File: src/rtl/rr_arbiter_ctrl_pkg.sv
// ---------------------------------------------------------------------------
// rr_arbiter_ctrl_pkg
// Shared definitions for the round-robin arbiter controller.
//   state_t : controller FSM states
//     ST_IDLE    - no grant outstanding, waiting for any request
//     ST_GRANT   - one requester owns the resource
//     ST_RELEASE - one-cycle bus turnaround after a grant ends
// ---------------------------------------------------------------------------
package rr_arbiter_ctrl_pkg;

    typedef enum logic [1:0] {
        ST_IDLE    = 2'd0,
        ST_GRANT   = 2'd1,
        ST_RELEASE = 2'd2
    } state_t;

endpackage : rr_arbiter_ctrl_pkg

File: src/rtl/rr_arbiter_ctrl_pointer.sv
// ---------------------------------------------------------------------------
// rr_pointer
// One-hot round-robin priority register. The set bit marks the requester
// that has highest priority on the next arbitration.
//   clock  in  1  system clock, rising edge
//   reset  in  1  asynchronous active-low reset (pointer -> bit 0)
//   load   in  1  capture onehot rotated left by one position
//   onehot in  N  one-hot value to rotate (the grant being released)
//   ptr    out N  current one-hot priority pointer
// ---------------------------------------------------------------------------
module rr_pointer #(
    parameter int N = 4
) (
    input  logic         clock,
    input  logic         reset,
    input  logic         load,
    input  logic [N-1:0] onehot,
    output logic [N-1:0] ptr
);

    // NOTE: state registers use non-blocking assignments so every flop
    // samples the pre-edge values; blocking here would create ordering races.
    always_ff @(posedge clock or negedge reset) begin
        if (!reset) begin
            ptr <= {{(N-1){1'b0}}, 1'b1};
        end else if (load) begin
            // Bit N-1 wraps around to bit 0.
            ptr <= {onehot[N-2:0], onehot[N-1]};
        end
    end

endmodule : rr_pointer

File: src/rtl/rr_arbiter_ctrl.sv
// ---------------------------------------------------------------------------
// rr_arbiter_ctrl
// Round-robin arbiter sharing one resource among N requesters. A grant is
// held while the winner keeps requesting, and is force-released after
// MAX_HOLD cycles so no requester can starve the others. Every grant is
// followed by exactly one idle (RELEASE) cycle.
//   clock    in  1          system clock, rising edge
//   reset    in  1          asynchronous active-low reset
//   req      in  N          level requests, one per requester
//   grant    out N          registered one-hot grant, zero when idle
//   grant_id out clog2(N)   index of the granted requester, 0 when idle
//   busy     out 1          high whenever grant is non-zero
//   timeout  out 1          one-cycle pulse on a forced (MAX_HOLD) release
// ---------------------------------------------------------------------------
module rr_arbiter_ctrl
    import rr_arbiter_ctrl_pkg::*;
#(
    parameter int N        = 4,
    parameter int MAX_HOLD = 16
) (
    input  logic                 clock,
    input  logic                 reset,
    input  logic [N-1:0]         req,
    output logic [N-1:0]         grant,
    output logic [$clog2(N)-1:0] grant_id,
    output logic                 busy,
    output logic                 timeout
);

    localparam int ID_W  = $clog2(N);
    localparam int CNT_W = $clog2(MAX_HOLD + 1);

    state_t             state;
    logic [CNT_W-1:0]   hold_cnt;
    logic [CNT_W-1:0]   hold_nxt;
    logic               hold_done;
    logic               win_req;
    logic               release_now;
    logic [N-1:0]       ptr;

    logic [2*N-1:0]     dbl_req;
    logic [2*N-1:0]     dbl_mask;
    logic [2*N-1:0]     masked;
    logic               any_req;
    logic [ID_W-1:0]    win_id;
    logic [N-1:0]       win_onehot;

    // -----------------------------------------------------------------------
    // Winner select: duplicate req so a scan that starts at the pointer and
    // runs off the top lands in the second copy, which is the wrap to bit 0.
    // Subtracting one from the pointer yields ones below it; inverting keeps
    // the pointer position and everything above.
    // -----------------------------------------------------------------------
    assign dbl_req  = {req, req};
    assign dbl_mask = ~({{N{1'b0}}, ptr} - {{(2*N-1){1'b0}}, 1'b1});
    assign masked   = dbl_req & dbl_mask;
    assign any_req  = |req;

    // NOTE: every variable assigned in always_comb gets a default at the top
    // so no path leaves it unassigned, which would infer a latch.
    always_comb begin
        logic found;
        found  = 1'b0;
        win_id = '0;
        for (int i = 0; i < 2*N; i++) begin
            if (!found && masked[i]) begin
                found  = 1'b1;
                win_id = ID_W'(i % N);
            end
        end
    end

    assign win_onehot = {{(N-1){1'b0}}, 1'b1} << win_id;

    // -----------------------------------------------------------------------
    // Hold tracking: hold_nxt is the number of grant cycles completed at this
    // edge. A dropped request takes precedence over the hold limit, so a
    // coincident drop is a normal release without a timeout pulse.
    // -----------------------------------------------------------------------
    assign hold_nxt    = hold_cnt + CNT_W'(1);
    assign hold_done   = (hold_nxt == CNT_W'(MAX_HOLD));
    assign win_req     = req[grant_id];
    assign release_now = (state == ST_GRANT) && (!win_req || hold_done);

    rr_pointer #(.N(N)) u_pointer (
        .clock  (clock),
        .reset  (reset),
        .load   (release_now),
        .onehot (grant),
        .ptr    (ptr)
    );

    // -----------------------------------------------------------------------
    // Controller FSM with registered outputs.
    // -----------------------------------------------------------------------
    always_ff @(posedge clock or negedge reset) begin
        if (!reset) begin
            state    <= ST_IDLE;
            hold_cnt <= '0;
            grant    <= '0;
            grant_id <= '0;
            busy     <= 1'b0;
            timeout  <= 1'b0;
        end else begin
            case (state)
                ST_IDLE, ST_RELEASE: begin
                    timeout  <= 1'b0;
                    hold_cnt <= '0;
                    if (any_req) begin
                        state    <= ST_GRANT;
                        grant    <= win_onehot;
                        grant_id <= win_id;
                        busy     <= 1'b1;
                    end else begin
                        state    <= ST_IDLE;
                        grant    <= '0;
                        grant_id <= '0;
                        busy     <= 1'b0;
                    end
                end

                ST_GRANT: begin
                    hold_cnt <= hold_nxt;
                    if (release_now) begin
                        state    <= ST_RELEASE;
                        grant    <= '0;
                        grant_id <= '0;
                        busy     <= 1'b0;
                        timeout  <= win_req;
                    end
                end

                default: begin
                    state    <= ST_IDLE;
                    hold_cnt <= '0;
                    grant    <= '0;
                    grant_id <= '0;
                    busy     <= 1'b0;
                    timeout  <= 1'b0;
                end
            endcase
        end
    end

endmodule : rr_arbiter_ctrl

File: config.mk
export PLATFORM = sky130hd
export DESIGN_NAME = rr_arbiter_ctrl
export DESIGN_NICKNAME = d
export VERILOG_FILES = /design/src/rtl/rr_arbiter_ctrl_pkg.sv /design/src/rtl/rr_arbiter_ctrl_pointer.sv /design/src/rtl/rr_arbiter_ctrl.sv
export SDC_FILE = /design/constraint.sdc
export NUM_CORES = 1
export LEC_CHECK = 0
export ABC_CLOCK_PERIOD_IN_PS = 2200
export BUFFER_PORTS_ARGS = -buffer_cell sky130_fd_sc_hd__buf_2
export CAP_MARGIN = 10
export CELL_PAD_IN_SITES_DETAIL_PLACEMENT = 1
export CELL_PAD_IN_SITES_GLOBAL_PLACEMENT = 1
export CORE_UTILIZATION = 43
export DETAILED_ROUTE_END_ITERATION = 6
export PLACE_DENSITY_LB_ADDON = 0.05
export SYNTH_ARGS = -nofsm -noshare
export SYNTH_HDL_FRONTEND = slang
export SYNTH_SLANG_ARGS = --single-unit
File: constraint.sdc
create_clock -name clock -period 2.2 [get_ports clock]
set_clock_uncertainty 0.05 [all_clocks]
set_input_delay 0.11 -clock clock [delete_from_list [all_inputs] [get_ports clock]]
set_output_delay 0.11 -clock clock [all_outputs]
set_load 0.01 [all_outputs]
Word-level counts from Yosys, hierarchy flattened
Cells that the tools add are included.

Add/subtract/negate cells: 2. $mul: 0. Div/mod/pow operators: 0. Magnitude comparators: 1. Equal/unequal tests: 4. Shift operators: 1. Muxes and demuxes: 31. Bitwise operators: 2. Reductions and logical operators: 20.

Operators with widths (number): 2-bit 2-to-1 mux (9); 1-bit 2-to-1 mux (14); 8-bit AND (1); 1-bit logical AND (8); 1-bit logical NOT (8); 4-bit 2-to-1 mux (2); 8-bit NOT (1); 2-bit case mux with 2 select lines (2); 4-bit case mux with 2 select lines (1); 5-bit by 1-bit adder with 5-bit output (second input constant) (1); 5-bit == test (second input constant) (1); 5-bit 2-to-1 mux (1); 4-bit by 1-bit subtractor with 5-bit output (second input constant) (1); 4-bit OR reduction (1); 1-bit by 2-bit << shifter with 4-bit output (first input constant) (1); 2-bit by 3-bit < comparator with 1-bit output (second input constant) (1); 1-bit binary-select mux with 2-bit select (1); 2-bit by 1-bit == test with 1-bit output (second input constant) (1); 2-bit == test (second input constant) (1); 2-bit logical NOT (1); 2-bit != test (second input constant) (1); 1-bit case mux with 2 select lines (1); 2-bit OR reduction (1); 1-bit logical OR (1).

Register bits: 19. Bits in latches: 0. Bits in writable memories: 0. Memory bits (read-only): 0. Logic and storage cells: 68. Memories kept: 0.

Logic depth before layout (Yosys ltp)
Depth after elaboration: 28. Gate-level depth with buffers: 7. Mapped depth without buffers: 7.

By module
A second synthesis with hierarchy kept.

Cell total of the unflattened synthesis: 80. Area, all modules: 918.4 um^2.

By module, submodules not included: rr_arbiter_ctrl (times used 1, cells each 72, area an instance 772.0 um^2); rr_pointer (times used 1, cells each 8, area an instance 146.4 um^2).

Least setup slack after synthesis
Ideal clock, no wire load.

Kind: reg-to-reg. Start: register u_pointer.ptr[0]. End: register grant[1]. Data arrival time: 1.930 ns. Path slack: 0.153 ns. Cell stages (with the launch flop): 7. Path buffers: 0. Cells stage by stage: dfstp_2 > inv_1 > ha_1 > nor3b_1 > or4b_2 > o211ai_2 > a32o_1.

Longest elaborated chain between the ends: 28. Elaborated cells on any way between the ends: 34. Those cells by class: add/sub (1); shift (1); mux (16); bitwise (2); reduce/logical (14).

RTL lines: start, declared (RTL line rr_arbiter_ctrl_pointer.sv:18) `output logic [N-1:0] ptr`; start signal, assigned (RTL line rr_arbiter_ctrl_pointer.sv:25) `ptr <= {{(N-1){1'b0}}, 1'b1};`; start signal, assigned (RTL line rr_arbiter_ctrl_pointer.sv:28) `ptr <= {onehot[N-2:0], onehot[N-1]};`; 4-bit by 1-bit subtractor with 5-bit output (*) (RTL line rr_arbiter_ctrl.sv:55) `assign dbl_mask = ~({{N{1'b0}}, ptr} - {{(2*N-1){1'b0}}, 1'b1});`; 8-bit NOT (*) (RTL line rr_arbiter_ctrl.sv:55); 8-bit AND (*) (RTL line rr_arbiter_ctrl.sv:56) `assign masked = dbl_req & dbl_mask;`; 1-bit 2-to-1 mux (RTL line rr_arbiter_ctrl.sv:66) `if (!found && masked[i]) begin`; 1-bit logical NOT (RTL line rr_arbiter_ctrl.sv:66); 1-bit logical AND (RTL line rr_arbiter_ctrl.sv:66); 1-bit 2-to-1 mux (RTL line rr_arbiter_ctrl.sv:66); 1-bit logical NOT (RTL line rr_arbiter_ctrl.sv:66); [... 12 more ...]; 1-bit logical AND (RTL line rr_arbiter_ctrl.sv:66); 1-bit 2-to-1 mux (RTL line rr_arbiter_ctrl.sv:66); 1-bit logical NOT (RTL line rr_arbiter_ctrl.sv:66); 1-bit logical AND (RTL line rr_arbiter_ctrl.sv:66); 2-bit 2-to-1 mux (*) (RTL line rr_arbiter_ctrl.sv:66); 1-bit by 2-bit << shifter with 4-bit output (*) (RTL line rr_arbiter_ctrl.sv:73) `assign win_onehot = {{(N-1){1'b0}}, 1'b1} << win_id;`; 4-bit 2-to-1 mux (*) (RTL line rr_arbiter_ctrl.sv:109) `if (any_req) begin`; 4-bit case mux with 2 select lines (*) (RTL line rr_arbiter_ctrl.sv:105) `case (state)`; end signal, assigned (RTL line rr_arbiter_ctrl.sv:111) `grant <= win_onehot;`; end, declared (RTL line rr_arbiter_ctrl.sv:24) `output logic [N-1:0] grant,`.

Every way passes the cells marked *; elsewhere a longest branch is shown, timed or not. A chain may end at the register's enable or synchronous reset.

Worst setup path after layout
Same ends and word-level chain as after synthesis.

==> metrics list <==
- The run finished with clean final reports.
* Placed Cells incl. Taps: 119
* Total of warnings raised by yosys: 0
- Postcts setup bufs: 0
* Flip-flop and latch count after synthesis: 18
- FFs w/ async S/R, synth: 100%
- Sum of internal, switching and leakage power: 1.52 mW
- Pint: 908 µW
- Detailed routing placed a total of 876 µm of wire on met2.
- Switching pwr: 608 µW
- The first detailed-routing pass took 4 iterations.
* Area of the multi-input gates: 457 µm²
* Worst-Skew Late Latency: 290 ps
* Pre-CTS setup slack: 16.5 ps
- Among all flip-flop cells after synthesis, the most frequent one is sky130_fd_sc_hd__dfrtp_1.
* Uppermost routed layer: met4
* Per-cell routed wire length: 15.9 µm
* Die Width: 48.2 µm
* Total inserted antenna cells: 0
- Summed over all cells, the static leakage comes to 0.502 nW.
- Total of endpoints with negative setup slack in the final report: 0
- Peak VDD IR: 0.753 mV
- For this configuration, the core starts out at a cell density of 46.3%.
- At the worst endpoint, the required time is 2390 ps.
- Measured in cells, the most critical reg-to-reg path has a length of 6.
- Global-route wire length before repair: 3.00 mm
- Kind of end point of the critical path: flip-flop
- For this block, wires on met1 add up to 1.00 mm.
- CP cell instances: inv_1 > ha_1 > nor3b_1 > or4b_4 > o211ai_4 > a32o_1
* Largest delay contributor family on the critical path: simple AND/OR/NAND/NOR gates
* Vias after detailed routing: 668
- Across every metal layer, demand over resource in global routing totals 20.0%.
- In this run, synthesis inferred 0 flip-flops with an integrated enable.
* Setup repair after global routing missed its margin: false
- Wires add up to 1.97 mm.
- The number of antenna violations at the first check in global routing was 0.
- CTS tree: built
* Pins over their slew limit: 0
* Crit path setup slack, layout: 107 ps
- The number of buffers and inverters on the critical path is 1.
- For this run, design rule violations remaining after detail routing come to 0.
- The final layout contains 106 nets.
- A synthesized cell averages 11.5 µm².
- For the pin with the worst max-slew slack, the measured transition is 464 ps.
- Maximum buffer depth of the clock tree: 2
- In this run the worst hold path is classified as primary input to async pin.
* Post-place instance area: 1010 µm²
- At the worst endpoint, the arrival time is 2280 ps.
- Nets in the synthesized netlist: 88
- Gate power share: 51.1%
- Detailed placement finished with a half-perimeter wire length of 1.48 mm.
- The worst setup path is of the flip-flop to flip-flop kind.
* Total power per unit cell area: 1410 nW/µm²
- Of all nets on the critical path, the largest fanout is 6.
- The share of total power dissipated in the clock network is 13.1%.
- Clock slew at the register clock pins of the worst setup and hold paths: 100 ps
* Filler cell count in the final layout: 212
- Compared with the post-synthesis result, the final layout area differs by 16.8%.
- Total length of routed met3 wires: 78 µm
- Highest-delay cell along the critical path: sky130_fd_sc_hd__dfstp_2
* Flip-flop and latch area: 452 µm²
* Critical Path Start Type: flip-flop
- Accumulated negative setup slack: 0 ps
- Finished Cell Area: 1070 µm²
- Based on the critical path, the design can be clocked at up to 478 MHz.
* Maximum cell stage delay along the critical path: 580 ps
* Share of synthesized area occupied by flip-flops and latches: 49.2%
* Period minus WS final: 2090 ps
* Die height: 48.2 µm
- Post-route insts no fill: 124
* Levels on crit path: 6
* Buffers on Ports: 13
- In this run the core area contains 16 standard-cell rows.
- The synthesized netlist contains 36 unique library cells.
- Relative slew margins: 69.1%
* Routed vias/inst: 5.39
- Max-cap violations in this run came to 0.
- Number of global-route vias before repair: 610
- Cts bufs inserted: 3
- Count of routing violations after the opening detailed-route iteration: 10
* Sink count of the clock tree: 18
- Post-Syn Area: 918 µm²
- Core ar.: 1980 µm²
* Root Buffer: sky130_fd_sc_hd__clkbuf_4
* I/O pin count: 14
- Entering global routing, the biggest net connects 19 pins.
- Synthesis produced a netlist whose cell count is 80.
- Once detail routing completed, the nets flagged for antenna violations numbered 0.
* Die footprint: 2320 µm²
- H-tree lvl count: 1
- Switching share of total power: 40.1%
- Overall overflow remaining after global route: 0
* Fraction of final layout cells with drive strength greater than 1: 29.9%
* Period Utilization, post-route: 95.1%
- The share of total power dissipated in sequential elements is 35.8%.
* Gpl congestion: 0.890
- Final Hold Violating Endpoints: 0
## power by group through the flow
| stage | Clock (mW) | Combinational (mW) | Sequential, mW |
|---|---|---|---|
| floorplan | 0 | 0.540 | 0.543 |
| global placement | 0 | 0.702 | 0.543 |
| detailed placement | 0 | 0.734 | 0.549 |
| CTS | 0.207 | 0.766 | 0.542 |
| global route | 0.218 | 0.859 | 0.556 |
| finish | 0.199 | 0.775 | 0.542 |
## per-stage QoR
step	util, %	hold WS (ps)
after floorplan	-	-236
after global placement	51.1	12.9
after detailed placement	51.1	13.7
after CTS	53.9	227
after global routing	54.1	271
final	54.1	224
## cell usage after synthesis, types with 2 or more instances
master	count	area share [%]
sky130_fd_sc_hd__dfrtp_1	17	46
sky130_fd_sc_hd__nor2_1	7	2.9
sky130_fd_sc_hd__inv_1	5	2.0
sky130_fd_sc_hd__mux2_2	4	4.9
sky130_fd_sc_hd__nand2_1	4	1.6
sky130_fd_sc_hd__a21o_1	3	2.5
sky130_fd_sc_hd__nand3_1	3	1.6
sky130_fd_sc_hd__a21boi_0	2	1.6
sky130_fd_sc_hd__a21oi_1	2	1.1
sky130_fd_sc_hd__a22o_1	2	1.9
sky130_fd_sc_hd__ha_1	2	2.7
sky130_fd_sc_hd__nand2b_1	2	1.4
sky130_fd_sc_hd__o2bb2ai_1	2	1.9
sky130_fd_sc_hd__xnor2_1	2	1.9
sky130_fd_sc_hd__xor2_1	2	1.9
## sequential cells by signal (all words and copies together), names as in the netlist
| register | cells |
|---|---|
| timeout | 1 |
| busy | 1 |
| grant_id | 2 |
| hold_cnt | 5 |
| grant | 4 |
| state | 1 |
| u_pointer.ptr | 4 |
## logic make-up after synthesis
logic type	Yosys count	share of synthesized area [%]
AO/OA/AOI/OAI	16	14.3
XOR/XNOR	4	3.82
adder cells (fa/ha/maj)	2	2.72
buffers and inverters	6	2.45
flip-flops	18	49.2
multiplexers	7	10.9
AND/OR/NAND/NOR	27	16.6
## final timing paths
check,start,endpoint,slack (ps)
worst max-delay path,u_pointer.ptr[0],grant[1],110
worst min-delay path,reset,timeout,220
worst max register to register,u_pointer.ptr[0],grant[1],110
worst min register to register,hold_cnt[0],hold_cnt[0],460
max in group asynchronous,reset,u_pointer.ptr[0],1550
min in group clock,req[1],grant[2],310
## repair_timing
action | 4_1_cts | 5_1_grt
hold endpoints to repair | 18 | 0
gates resized for setup | 1 | 1
endpoints found under the setup margin | 1 | 5
hold buffers | 1 | 0
pin swaps | 0 | 1
## cells in the final DEF (no fill, tap or decap), drive strengths merged, types with 2 or more instances in the layout
| master | netlist | routed |
|---|---|---|
| xor2 | 2 | 2 |
| nor2 | 7 | 7 |
| a21o | 3 | 3 |
| a21boi | 2 | 2 |
| a22o | 2 | 2 |
| a21oi | 2 | 2 |
| nor2b | 2 | 2 |
| nand3 | 3 | 3 |
| nand2b | 2 | 2 |
| buf | 0 | 13 |
| dfrtp | 17 | 17 |
| inv | 5 | 5 |
| a32o | 2 | 2 |
| clkbuf | 1 | 4 |
| mux2i | 2 | 2 |
| mux2 | 4 | 4 |
| nand2 | 4 | 4 |
| xnor2 | 2 | 2 |
| o2bb2ai | 2 | 2 |
| ha | 2 | 2 |
## metal layers
metal / vias to the layer above / global-route usage, %
met4: 0 / 5.00
met5: - / 0
li1: 325 / -
met2: 15 / 28.3
met3: 2 / 5.56
met1: 326 / 30.2
## area by class of cell
| class | count | area share (%) |
|---|---|---|
| clock buffer | 4 | 3.38 |
| multi-input combinational | 56 | 42.6 |
| timing repair buffer | 14 | 7.00 |
| inverter | 5 | 1.75 |
| sequential | 18 | 42.1 |
| tap | 27 | 3.15 |
Note: power is estimated with default switching activity, not from simulation.
